--- config.mk ---
export PLATFORM = sky130hd
export DESIGN_NAME = maint_request_gen_flat
export DESIGN_NICKNAME = d
export VERILOG_FILES = /design/src/rtl/maint_request_gen_if.sv /design/src/rtl/maint_request_gen.sv /design/src/flat_wrapper.sv
export SDC_FILE = /design/constraint.sdc
export NUM_CORES = 1
export LEC_CHECK = 0
export BUFFER_PORTS_ARGS = -buffer_cell sky130_fd_sc_hd__buf_2
export CAP_MARGIN = 20
export CORE_ASPECT_RATIO = 1.75
export CORE_MARGIN = 8
export CORE_UTILIZATION = 50
export DETAILED_ROUTE_END_ITERATION = 8
export GPL_TIMING_DRIVEN = 1
export PLACE_DENSITY = 0.69
export SLEW_MARGIN = 20
export SYNTH_ARGS = -nofsm -noshare
export SYNTH_HDL_FRONTEND = slang
export SYNTH_SLANG_ARGS = --single-unit
export TNS_END_PERCENT = 20
--- constraint.sdc ---
create_clock -name clk -period 1.8 [get_ports clk]
set_input_delay 0.09 -clock clk [delete_from_list [all_inputs] [get_ports clk]]
set_output_delay 0.09 -clock clk [all_outputs]
set_load 0.02 [all_outputs]
--- src/rtl/maint_request_gen_if.sv ---
// rtl/maint_request_gen_if.sv - Signal bundle between the maintenance request stage and its environment.
interface maint_request_gen_if;
    logic       btn_raw;
    logic       op_done;
    logic       ack;
    logic       m;
    logic       overdue;
    logic [7:0] ops_count;
    logic       btn_clean;

    modport master (
        output btn_raw, op_done, ack,
        input  m, overdue, ops_count, btn_clean
    );

    modport slave (
        input  btn_raw, op_done, ack,
        output m, overdue, ops_count, btn_clean
    );
endinterface

--- src/rtl/maint_request_gen.sv ---
// rtl/maint_request_gen.sv - Maintenance request generator: debounced button or usage limit raises m until ack.
module maint_request_gen #(
    parameter int DEBOUNCE_CYCLES = 4,
    parameter int USE_LIMIT       = 200,
    parameter int TIMEOUT         = 50
) (
    input  logic              clk,
    input  logic              rst,
    maint_request_gen_if.slave bus
);
    localparam logic [7:0]  LP_DEB_M1   = 8'(DEBOUNCE_CYCLES - 1);
    localparam logic [7:0]  LP_LIMIT    = 8'(USE_LIMIT);
    localparam logic [7:0]  LP_LIMIT_M1 = 8'(USE_LIMIT - 1);
    localparam logic [15:0] LP_TO_M1    = 16'(TIMEOUT - 1);

    typedef enum logic [1:0] {
        ST_IDLE    = 2'd0,
        ST_PENDING = 2'd1,
        ST_OVERDUE = 2'd2
    } state_t;

    logic [1:0]  r_sync;
    logic [7:0]  r_db_cnt;
    logic        r_btn_clean;
    logic        r_btn_clean_d;
    logic [7:0]  r_ops_count;
    logic        r_auto_trig;
    logic [15:0] r_to_cnt;
    state_t      r_state;
    state_t      w_state_next;
    logic        w_man_trig;
    logic        w_trig;

    // r_sync[1] is the metastability-safe sample; btn_clean only follows it after a stable run.
    always_ff @(posedge clk) begin
        if (rst) begin
            r_sync        <= 2'b00;
            r_db_cnt      <= 8'd0;
            r_btn_clean   <= 1'b0;
            r_btn_clean_d <= 1'b0;
        end else begin
            r_sync        <= {r_sync[0], bus.btn_raw};
            r_btn_clean_d <= r_btn_clean;
            if (r_sync[1] != r_btn_clean) begin
                if (r_db_cnt == LP_DEB_M1) begin
                    r_btn_clean <= r_sync[1];
                    r_db_cnt    <= 8'd0;
                end else begin
                    r_db_cnt <= r_db_cnt + 8'd1;
                end
            end else begin
                r_db_cnt <= 8'd0;
            end
        end
    end

    assign w_man_trig = r_btn_clean & ~r_btn_clean_d;

    // ack beats op_done; r_auto_trig pulses in the cycle ops_count first reads the limit.
    always_ff @(posedge clk) begin
        if (rst) begin
            r_ops_count <= 8'd0;
            r_auto_trig <= 1'b0;
        end else begin
            r_auto_trig <= ~bus.ack & bus.op_done & (r_ops_count == LP_LIMIT_M1);
            if (bus.ack) begin
                r_ops_count <= 8'd0;
            end else if (bus.op_done && (r_ops_count != LP_LIMIT)) begin
                r_ops_count <= r_ops_count + 8'd1;
            end
        end
    end

    assign w_trig = w_man_trig | r_auto_trig;

    always_ff @(posedge clk) begin
        if (rst || (r_state == ST_IDLE)) begin
            r_to_cnt <= 16'd0;
        end else if (r_state == ST_PENDING) begin
            r_to_cnt <= r_to_cnt + 16'd1;
        end
    end

    always_ff @(posedge clk) begin
        if (rst) begin
            r_state <= ST_IDLE;
        end else begin
            r_state <= w_state_next;
        end
    end

    always_comb begin
        w_state_next = r_state;
        case (r_state)
            ST_IDLE: begin
                if (w_trig && !bus.ack) begin
                    w_state_next = ST_PENDING;
                end
            end
            ST_PENDING: begin
                if (bus.ack) begin
                    w_state_next = ST_IDLE;
                end else if (r_to_cnt == LP_TO_M1) begin
                    w_state_next = ST_OVERDUE;
                end
            end
            ST_OVERDUE: begin
                if (bus.ack) begin
                    w_state_next = ST_IDLE;
                end
            end
            default: w_state_next = ST_IDLE;
        endcase
    end

    assign bus.m         = (r_state != ST_IDLE);
    assign bus.overdue   = (r_state == ST_OVERDUE);
    assign bus.ops_count = r_ops_count;
    assign bus.btn_clean = r_btn_clean;
endmodule

--- src/flat_wrapper.sv ---
// flat-port wrapper written by rule: the top's interface ports become plain ports
module maint_request_gen_flat 
#(
    parameter int DEBOUNCE_CYCLES = 4,
    parameter int USE_LIMIT       = 200,
    parameter int TIMEOUT         = 50
)
  (clk, rst, bus_btn_raw, bus_op_done, bus_ack, bus_m, bus_overdue, bus_ops_count, bus_btn_clean);
  maint_request_gen_if bus_i ();
  input  logic clk;
  input  logic rst;
  input wire logic [$bits(bus_i.btn_raw)-1:0] bus_btn_raw;
  input wire logic [$bits(bus_i.op_done)-1:0] bus_op_done;
  input wire logic [$bits(bus_i.ack)-1:0] bus_ack;
  output wire logic [$bits(bus_i.m)-1:0] bus_m;
  output wire logic [$bits(bus_i.overdue)-1:0] bus_overdue;
  output wire logic [$bits(bus_i.ops_count)-1:0] bus_ops_count;
  output wire logic [$bits(bus_i.btn_clean)-1:0] bus_btn_clean;
  assign bus_i.btn_raw = bus_btn_raw;
  assign bus_i.op_done = bus_op_done;
  assign bus_i.ack = bus_ack;
  assign bus_m = bus_i.m;
  assign bus_overdue = bus_i.overdue;
  assign bus_ops_count = bus_i.ops_count;
  assign bus_btn_clean = bus_i.btn_clean;
  maint_request_gen #(.DEBOUNCE_CYCLES(DEBOUNCE_CYCLES), .USE_LIMIT(USE_LIMIT), .TIMEOUT(TIMEOUT)) u_core (.clk(clk), .rst(rst), .bus(bus_i));
endmodule
# After elaboration in Yosys (flattened, before gate mapping)
# Cells that the tools add are included.
# totals
regBits,39
latch_bits,0
ramBits,0
rom_bits,0
in_bits,5
output_inout_bits,11
word_cells,43
n_memories,0
# classes
addsub,3
n_mul,0
div_mod_pow,0
magnitude_cmp,0
n_eq_ne,10
shift,0
mux,5
bitwise_logic,7
n_reduce_logical,10
# op_table
cell,count
$add 16x1->16 const B,1
$add 8x1->8 const B,2
$eq 16x6->1 const B,1
$eq 8x2->1 const B,1
$eq 8x8->1 const B,1
$mux 2,4
$ne 8x8->1 const B,1
$pmux 2 s3,1
$ne 2x2->1 const B,2
$and 1x1->1,3
$ne 3x3->1 const B,1
$not 1->1,3
$reduce_and 3->1,1
$reduce_or 3->1,1
$eq 2x1->1 const B,1
$eq 2x2->1 const B,1
$logic_and 1x1->1,2
$logic_not 2->1,1
$reduce_and 2->1,1
$reduce_bool 2->1,1
$reduce_or 2->1,1
$logic_not 1->1,1
$logic_or 1x1->1,1
$ne 1x1->1,1
$or 1x1->1,1

# Logic depth before layout (Yosys ltp)
# Gate-level depths: netlist of the first run.
# depth
word_depth,6
depth_mapped,6
mapped_depth_nobuf,6

# Worst setup path after synthesis of the first run
# Ideal clock, no wire load.
# synth_timing
path_kind,register to register
from,"register u_core.r_ops_count[0], in the netlist u_core.bus.ops_count[0]"
to,"register u_core.r_ops_count[2], in the netlist u_core.bus.ops_count[2]"
setup_ps,70
t_arrival_ps,1562
required_time_ps,1730
slack_ps,168
stages_incl_launch_ff,7
path_buffers,0
period_less_slack_ps,1632
path_cell_list,dfxtp_1 > inv_1 > ha_1 > nand3b_1 > o21ai_1 > or3b_2 > a21oi_1
# synth_via
elab_chain_cells,2
# synth_lines
item,line,text
"start, declared",maint_request_gen.sv:26,logic [7:0] r_ops_count;
"start signal, assigned",maint_request_gen.sv:69,r_ops_count <= r_ops_count + 8'd1;
branches (longest 2 deep; another with $add 8x1->8),-,
# Several ways; the timed one is not identified.
# A chain may end at the register's enable or synchronous reset.

# Final worst setup path of the first run
# Same ends and word-level chain as after synthesis.

==> run metrics, run 1 <==
status=finished clean; EDFF count, synth=0; Slew HR=72.39%; MaxCap Viol Count=0; core area=3520 µm²; crit path kind=reg2reg; CP max stage delay=0.48 ns; clk sinks=39; combinational family with the most area after synthesis=simple AND/OR/NAND/NOR gates; TritonCTS clock tree=yes; Clock Skew=0.007632 ns; gpl congestion=0.8729; DR vias/cell=5.420; Post-Synthesis Cell Area=1794 µm²; Avg Cell Area, Syn=9.016 µm²; # DRC=0; WP data required=2.02 ns; Setup crit end kind=flop; Total Routing Usage GR=13.91%; Setup TNS Final=0 ns; # H-tree levels=2; Critical Path, Cell by Cell=inv_1, ha_1, nand3b_1, o21ai_1, or3b_2, a21oi_1; 1st-iter DRT viols=21; worst hold-check path type=in2reg; Yosys reg bits=39; Synth Area in Adders=3.487%; Mapped Nets=209; layout cells sized above 1=14.68%; Initial Utilization=50.98%; Final WS setup=0.1792 ns; antenna-violating nets left=0; PostCTS Resize Cnt=0; leakage=0.8169 nW; fmax=0.6170 GHz; Warnings, synthesis=0; Worst-Margin Slew=0.4103 ns; Unique masters post-synth=42; cts bufs inserted=5; Worst-path clk slew=0.08 ns; IO Count=16; Worst setup SP type=flop; DIE WIDTH=61.28 µm; final WL=3.683 mm; mux contribution to synthesized area=2.301%; setup violators final=0; xor-xnor portion of the synthesized cell area=10.25%; clk_lat worst skew=0.29 ns; final hold vios=0; area grow syn2layout=12.83%; Place WS=0.1934 ns; crit share post-route=90.05%; clock root cell=clkbuf_8; Max clock buf depth=2; largest net degree at the start of global routing=14; simple logic cell fraction of the synthesized area=29.36%; chip height=95.25 µm; initial antenna violation count=0; Mapped Cells=199; unrepaired setup endpoints after global routing=false; Final Slew Violations=0; cts hold-fix bufs=0; Vias=1431; Antenna diodes=0; maximum vdd drop=0.6584 mV; DIE AREA=5837 µm²; total iterations of the first detailed-routing run=4; register area share after synthesis=43.51%; asr flop ratio synth=0%; Post-DP HPWL=2.881 mm; I/O Buffers=15; grt total ovfl=0; pwr/cell area=812.8 nW/µm²; # fillers=332; CP max stage cell=or3b_2; CP Max Fanout=6; first-pass GRT wire length=6.203 mm; vias in the first global route=1448; FP Rows=29; post-synthesis compound-gate area fraction=7.671%; Setup Fix Bufs, Post-CTS=0; Routed WL per cell=13.95 µm; Worst EP arrival=1.84 ns; post-layout minimum cycle time=1.621 ns; NumNets Final=227; top_reg_cell synth=dfxtp_1
==> worst paths after layout <==
path,from,end,slack (ns),cells after the start
max,u_core.bus.ops_count[0],u_core.bus.ops_count[2],0.18,6
min,bus_btn_raw,u_core.r_sync[0],0.01,2
max reg2reg,u_core.bus.ops_count[0],u_core.bus.ops_count[2],0.18,6
min reg2reg,u_core.r_db_cnt[0],u_core.r_db_cnt[0],0.45,1
==> report_power, final <==
part           internal (mW)  total, mW  switching (mW)
clock network          0.448      0.744           0.296
registers              0.866      0.870         0.00365
logic                 0.0121     0.0314          0.0192
==> final cells by class <==
| class | instances | area, µm² | share of cell area (%) |
|---|---|---|---|
| clock inverters | 2 | 35.03 | 1.731 |
| multi-input cells | 146 | 952.2 | 47.03 |
| inverters | 9 | 33.78 | 1.669 |
| clock buffers | 6 | 82.58 | 4.079 |
| well taps | 46 | 57.56 | 2.843 |
| flip-flops and latches | 39 | 780.7 | 38.57 |
| repair buffers | 16 | 82.58 | 4.079 |
==> stage by stage <==
stage / power, mW / area [µm²] / cells / utilization (%) / hold WS [ns]
floorplan: 0.9098 / 1794 / 199 / - / 0.2182
global placement: 0.9202 / 1907 / 256 / 54.18 / 0.3070
detailed placement: 0.9222 / 1907 / 256 / 54.18 / 0.3200
CTS: 1.666 / 2024 / 264 / 57.52 / 0.01172
global route: 1.697 / 2024 / 264 / 57.52 / 0.03379
finish: 1.645 / 2024 / 264 / 57.52 / 0.01439
==> sequential cells by signal, indices dropped and copies added, names as in the netlist <==
| register | cells |
|---|---|
| u_core.r_sync | 2 |
| u_core.r_btn_clean_d | 1 |
| u_core.bus.ops_count | 8 |
| u_core.bus.btn_clean | 1 |
| u_core.r_to_cnt | 16 |
| u_core.r_db_cnt | 8 |
| u_core.r_state | 2 |
| u_core.r_auto_trig | 1 |
==> layout by cell type, fill, tap and decap left out, types with 2 or more instances in the layout <==
cell type / count
clkbuf_8: 6
nor2b_1: 4
dfxtp_1: 39
nand3_1: 8
a31oi_1: 3
nand3b_1: 2
nand4_1: 5
and4_1: 2
buf_2: 15
a41o_1: 3
nand2_1: 12
or2_2: 2
inv_1: 9
a21oi_1: 4
xnor2_1: 12
a22oi_1: 2
nor2_1: 34
nand2b_1: 3
mux2i_1: 3
ha_1: 5
nor3_1: 4
nor4_1: 5
xor2_1: 9
and3_1: 7
==> logic make-up (layout without fill, tap and decap cells) <==
family          Yosys count  count (layout)
compound gates           19              19
xor+xnor                 21              21
fa+ha+maj                 5               5
buf+inv                  14              33
flops                    39              39
mux                       4               4
simple gates             97              97
==> cells in the mapped netlist (all sizes together), types with 2 or more instances <==
library cell	instances	area share, %
dfxtp	39	44
nor2	34	7.1
nand2	12	2.5
xnor2	12	5.9
inv	9	1.9
xor2	9	4.4
nand3	8	2.2
and3	7	2.4
nor4	6	2.9
ha	5	3.5
nand4	5	1.7
nor3	5	1.7
a21oi	4	1.1
nor2b	4	1.4
a31oi	3	1.0
a41o	3	1.7
buf	3	1.1
mux2i	3	1.7
nand2b	3	1.0
a22oi	2	0.84
and4	2	0.98
clkbuf	2	0.42
nand3b	2	0.84
o21ai	2	0.56
or2	2	0.70
==> layer usage <==
layer  part of all wire (%)  GRT usage, %  routed length (µm)  vias up
met1                     39         13.28                1426      676
met2                     55         24.74                2033       15
met4                    3.0         8.023                 112        0
li1                       -             -                   -      730
met3                    3.0         4.324                 110       10
met5                      0             0                   0        -
==> critical path, delay by kind of cell (launching register included) <==
kind                       cells  cell delay [ns]
AOI/OAI and AO/OA              2             0.24
adders and majority gates      1             0.22
buffers and inverters          1             0.10
DFF                            1             0.40
and+or+nand+nor                2             0.60
No activity file was read; power rests on OpenSTA's default activity.
==> run 2: changes to the inputs <==
--- a/config.mk
+++ b/config.mk
@@ -5,10 +5,9 @@
 export SDC_FILE = /design/constraint.sdc
 export NUM_CORES = 1
 export LEC_CHECK = 0
-export BUFFER_PORTS_ARGS = -buffer_cell sky130_fd_sc_hd__buf_2
+export BUFFER_PORTS_ARGS = -buffer_cell sky130_fd_sc_hd__buf_4
 export CAP_MARGIN = 20
 export CORE_ASPECT_RATIO = 1.75
-export CORE_MARGIN = 8
 export CORE_UTILIZATION = 50
 export DETAILED_ROUTE_END_ITERATION = 8
 export GPL_TIMING_DRIVEN = 1
==> run metrics, run 2 (synthesis results as in run 1) <==
status=finished clean; Setup Fix Bufs, Post-CTS=0 (unchanged); MaxCap Viol Count=0 (unchanged); sw frac=20.19% (+0.83 points); crit path kind=reg2reg; setup violators final=0 (unchanged); DR vias/cell=5.598 (+3.3%); crit share post-route=92.84% (+2.8 points); first-pass GRT wire length=6.699 mm (+8.0%); cts bufs inserted=5 (unchanged); CP max stage delay=0.49 ns (about the same); Slew HR=73.72% (+1.3 points); most frequent cells in the layout=dfxtp_1 (39), nor2_1 (34), buf_4 (17); 1st-iter DRT viols=26 (+24%); Worst-Margin Slew=0.3912 ns (-0.01911 ns); Total Routing Usage GR=24.18% (+10 points); Clock Skew=0.005442 ns (-0.002190 ns); Reg with most FFs=u_core.r_to_cnt; DIE WIDTH=47.28 µm (-23%); grt total ovfl=0 (unchanged); Final Slew Violations=0 (unchanged); IO Count=16 (unchanged); Worst-path clk slew=0.08 ns (about the same); unrepaired setup endpoints after global routing=false; leading cell type in the layout, fill and taps excluded=dfxtp_1; Place WS=0.1612 ns (-0.03222 ns); # H-tree levels=2 (unchanged); TritonCTS clock tree=yes; final hold vios=0 (unchanged); CP Max Fanout=6 (unchanged); fmax=0.5984 GHz (-3.0%); area grow syn2layout=15.48%; post-route cell area=2072 µm² (+2.3%); final WL=3.827 mm (+3.9%); maximum vdd drop=0.7874 mV (+20%); Critical Path, Cell by Cell=inv_1, ha_1, nand3b_1, o21ai_1, or3b_2, a21oi_1; vias in the first global route=1518 (+4.8%); PostCTS Resize Cnt=0 (unchanged); NumNets Final=228 (+0.44%); FP Rows=28 (-3.4%); antenna-violating nets left=0 (unchanged); cts hold-fix bufs=0 (unchanged); core area=3398 µm² (-3.4%); number of flip-flops in the largest register=16 (unchanged); total power=1.676 mW (+1.8%); Psw=338.3 µW (+6.2%); # DRC=0 (unchanged); Setup crit end kind=flop; CP max stage cell=or3b_2; WP data required=2.02 ns (about the same); Initial Utilization=52.80% (+1.8 points); DIE AREA=3841 µm² (-34%); Post-DP HPWL=2.877 mm (-0.16%); Worst setup SP type=flop; post-layout minimum cycle time=1.671 ns (+0.05031 ns); total iterations of the first detailed-routing run=4 (unchanged); Worst EP arrival=1.89 ns (+0.05 ns); Max clock buf depth=2 (unchanged); sequential share of power=51.9% (-1.0 points); final hold slack=0.009460 ns (-0.004929 ns); combinational share of power=2.1% (+0.2 points); clock root cell=clkbuf_8; I/O Buffers=15 (unchanged); clk_lat worst skew=0.29 ns (about the same); placed cell area=1951 µm² (+2.3%); gpl congestion=0.9297 (+6.5%); clk sinks=39 (unchanged); Setup TNS Final=0 ns (unchanged); initial antenna violation count=0 (unchanged); largest net degree at the start of global routing=14 (unchanged); Antenna diodes=0 (unchanged); chip height=81.25 µm (-15%); internal power=1.337 mW (+0.79%); Clock power frac=46.0% (+0.8 points); Routed WL per cell=14.50 µm (+3.9%); Final WS setup=0.1289 ns (-0.05031 ns); leakage=0.8252 nW (+1.0%); worst hold-check path type=in2reg; pwr/cell area=808.7 nW/µm² (-0.49%); Vias=1478 (+3.3%); layout cells sized above 1=15.07% (+0.39 points)
-- run 2: power by group through the flow --
stage	Sequential [mW]	Combinational, mW	Clock [mW]
after global placement	0.890	0.0336	0
after global routing	0.871	0.0392	0.823
after CTS	0.870	0.0353	0.789
after floorplan	0.892	0.0182	0
final	0.870	0.0350	0.771
after detailed placement	0.891	0.0351	0
-- run 2: critical path: cells and delay by family, from the launching register on --
kind                     cells  cell delay [ns]
AND/OR/NAND/NOR              2             0.60
AO/OA/AOI/OAI                2             0.27
adder cells (fa/ha/maj)      1             0.21
flip-flops                   1             0.43
buffers and inverters        1             0.10
-- run 2: worst paths after layout --
path	slack (ns)	to	start	depth (start not counted)
worst max-delay path	0.13	u_core.bus.ops_count[2]	u_core.bus.ops_count[0]	6
worst min-delay path	0.009	u_core.r_sync[0]	bus_btn_raw	2
worst max register to register	0.13	u_core.bus.ops_count[2]	u_core.bus.ops_count[0]	6
worst min register to register	0.46	u_core.r_sync[1]	u_core.r_sync[0]	1
-- run 2: final cells by class --
| type | count | area, µm² |
|---|---|---|
| Fill cell | 323 | 1326 |
| Multi-Input combinational cell | 146 | 952.2 |
| Sequential cell | 39 | 780.7 |
| Timing Repair Buffer | 17 | 127.6 |
| Clock buffer | 6 | 82.58 |
| Tap cell | 45 | 56.30 |
| Clock inverter | 2 | 38.79 |
| Inverter | 9 | 33.78 |
-- run 2: stage by stage --
stage / instances / utilization (%)
floorplan: 199 / -
CTS: 264 / 60.97
finish: 264 / 60.97
detailed placement: 256 / 57.40
global placement: 256 / 57.40
global route: 264 / 60.97
-- run 2: metal layers --
| layer | wire (µm) | vias to the layer above | global-route usage (%) |
|---|---|---|---|
| met4 | 128 | 0 | 12.86 |
| met1 | 1458 | 711 | 24.93 |
| met5 | 0 | - | 0 |
| li1 | - | 726 | - |
| met2 | 2111 | 29 | 42.60 |
| met3 | 128 | 12 | 5.111 |
==> run 3: changes to the inputs <==
--- a/config.mk
+++ b/config.mk
@@ -5,6 +5,7 @@
 export SDC_FILE = /design/constraint.sdc
 export NUM_CORES = 1
 export LEC_CHECK = 0
+export ABC_AREA = 1
 export BUFFER_PORTS_ARGS = -buffer_cell sky130_fd_sc_hd__buf_4
 export CAP_MARGIN = 20
 export CORE_ASPECT_RATIO = 1.75
==> run metrics, run 3 <==
CP Max Fanout=8 (+2); Worst setup SP type=flop; final WL=3.847 mm (+0.52%); met2 global-route usage=40.35% (-2.3 points); top cell type's share of synthesized area=40.13% (-3.4 points); Avg Cell Area, Syn=6.974 µm² (-23%); DIE WIDTH=49.16 µm (+4.0%); Post-Synthesis Cell Area=1946 µm² (+8.4%); layout cells sized above 1=12.83% (-2.2 points); clk_lat worst skew=0.29 ns (about the same); Worst-Margin Slew=0.4891 ns (+0.09791 ns); Antenna diodes=0 (unchanged); most common cell in the synthesized netlist=nand2_1; area grow syn2layout=14.53%; Post-Layout Cell Count=350 (+33%); Unique masters post-synth=25 (-40%); # fillers=371 (+15%); Worst EP arrival=1.66 ns (-0.23 ns); clk sinks=39 (unchanged); Slew HR=67.36% (-6.4 points); status=finished clean; # H-tree levels=2 (unchanged); cts bufs inserted=5 (unchanged); leading area contributor after synthesis=dfxtp_1; clock root cell=clkbuf_8; unrepaired setup endpoints after global routing=false; Final WS setup=0.3296 ns (+0.2007 ns); routing usage on met3=4.348% (-0.76 points); NumNets Final=313 (+37%); I/O Buffers=15 (unchanged); placed cells=339 (+32%); register area share after synthesis=40.13% (-3.4 points); final hold vios=0 (unchanged); pwr/cell area=834.7 nW/µm² (+3.2%); Post-DP HPWL=2.905 mm (+0.98%); Max clock buf depth=2 (unchanged); antenna-violating nets left=0 (unchanged); top_reg_cell synth=dfxtp_1; asr flop ratio synth=0% (unchanged); chip height=84.52 µm (+4.0%); initial antenna violation count=0 (unchanged); Synth area leaders=dfxtp_1 (40%), nand2_1 (11%), nor2_1 (9.6%); Initial Utilization=53.09% (+0.29 points); Clock Skew=0.009995 ns (+0.004553 ns); Setup TNS Final=0 ns (unchanged); number of flip-flops in the largest register=16 (unchanged); Yosys reg bits=39 (unchanged); Mapped Nets=289 (+38%); synth cell count leaders=nand2_1 (59), nor2_1 (50), inv_1 (40), dfxtp_1 (39), a21oi_1 (20); DIE AREA=4155 µm² (+8.2%); largest net degree at the start of global routing=14 (unchanged); Total Routing Usage GR=20.68% (-3.5 points); WP data required=1.99 ns (-0.03 ns); setup violators final=0 (unchanged); first-pass GRT wire length=6.672 mm (-0.40%); Vias=1738 (+18%); Reg with most FFs=u_core.r_to_cnt; Routed WL per cell=10.99 µm (-24%); GR Util met1=20.54% (-4.4 points); worst hold-check path type=in2reg; crit share post-route=81.69% (-11 points); maximum vdd drop=0.7278 mV (-7.6%); core area=3665 µm² (+7.8%); MaxCap Viol Count=0 (unchanged); gpl congestion=0.7678 (-17%); # DRC=0 (unchanged); vias in the first global route=1617 (+6.5%); Mapped Cells=279 (+40%); leading cell type in the layout, fill and taps excluded=nand2_1; FP Rows=29 (+3.6%); grt total ovfl=0 (unchanged); Final Slew Violations=0 (unchanged); leakage=0.9167 nW (+11%); Worst-path clk slew=0.08 ns (about the same); Setup Fix Bufs, Post-CTS=0 (unchanged); post-layout minimum cycle time=1.470 ns (-0.2007 ns); total iterations of the first detailed-routing run=4 (unchanged); Place WS=0.1207 ns (-0.04043 ns); DR vias/cell=4.966 (-11%); crit path kind=reg2reg; 1st-iter DRT viols=42 (+62%); IO Count=16 (unchanged); TritonCTS clock tree=yes; Warnings, synthesis=0 (unchanged); fmax=0.6801 GHz (+14%); Setup crit end kind=flop; EDFF count, synth=0 (unchanged); most frequent cells in the layout=nand2_1 (59), nor2_1 (49), inv_1 (40); Top Usage Layer GRT=met2
==> run 3: cell count changes after synthesis, sizes merged, moves of 9 or more <==
cell,before,now
xnor2,12,3
inv,9,43
nand2,12,62
a21oi,4,20
o21ai,2,11
nor2,34,58
==> run 3: layout make-up <==
class                           instances  area, µm²  share of cell area (%)
Sequential cell                        39      780.7                   35.04
Multi-Input combinational cell        196       1001                   44.92
Inverter                               43      161.4                   7.243
Clock buffer                            6      72.57                   3.257
Tap cell                               46      57.56                   2.583
Clock inverter                          2      12.51                  0.5615
Timing Repair Buffer                   18      142.6                   6.401
==> run 3: where the power goes <==
part | internal [mW] | leakage, nW | switching (mW)
Combinational | 0.127 | 0.560 | 0.231
Sequential | 0.894 | 0.315 | 0.0309
Clock | 0.271 | 0.0412 | 0.306
Total | 1.29 | 0.917 | 0.568
==> run 3: critical path, stage by stage, from the launching register on <==
cell and delay (ns):
dfxtp_1 0.42, ha_1 0.19, nand3_1 0.17, nor2_4 0.23, nand3_1 0.14, o21ai_0 0.17, a21oi_1 0.05
==> run 3: cells by family after synthesis <==
family                     share of synthesized area, %
and+or+nand+nor                                   35.69
adders and majority gates                         3.215
xor gates and xnor gates                          4.052
buffers and inverters                             8.553
DFF                                               40.13
AOI/OAI and AO/OA                                 8.360
==> run 3: routing by layer <==
metal | wire length, µm | share of wire, %
met1 | 1544 | 40
met2 | 2129 | 55
met3 | 115 | 3.0
met4 | 58 | 1.5
met5 | 0 | 0
==> run 3: worst paths after layout <==
path                                         start             endpoint  slack [ns]  cells after the start
worst min register to register    u_core.r_sync[0]     u_core.r_sync[1]        0.41                      2
worst max-delay path            u_core.r_to_cnt[0]  u_core.r_to_cnt[10]        0.33                      6
worst min-delay path                   bus_op_done   u_core.r_auto_trig        0.10                      3
worst max register to register  u_core.r_to_cnt[0]  u_core.r_to_cnt[10]        0.33                      6
==> run 3: stage by stage <==
stage,util [%],power [mW],hold slack (ns),cell area [µm²]
3_3_place_gp,57.60,1.299,0.2930,2111
2_1_floorplan,-,1.193,0.1612,1946
4_1_cts,60.74,1.875,0.08475,2226
5_1_grt,60.81,1.954,0.09611,2228
6_report,60.81,1.860,0.1001,2228
3_5_place_dp,57.60,1.303,0.2979,2111
==> run 3: timing repair <==
item | 4_1_cts | 5_1_grt
gates resized for setup | 0 | 1
endpoints found under the hold margin | 2 | 0
setup endpoints to repair | 0 | 1
hold buffers | 3 | 0
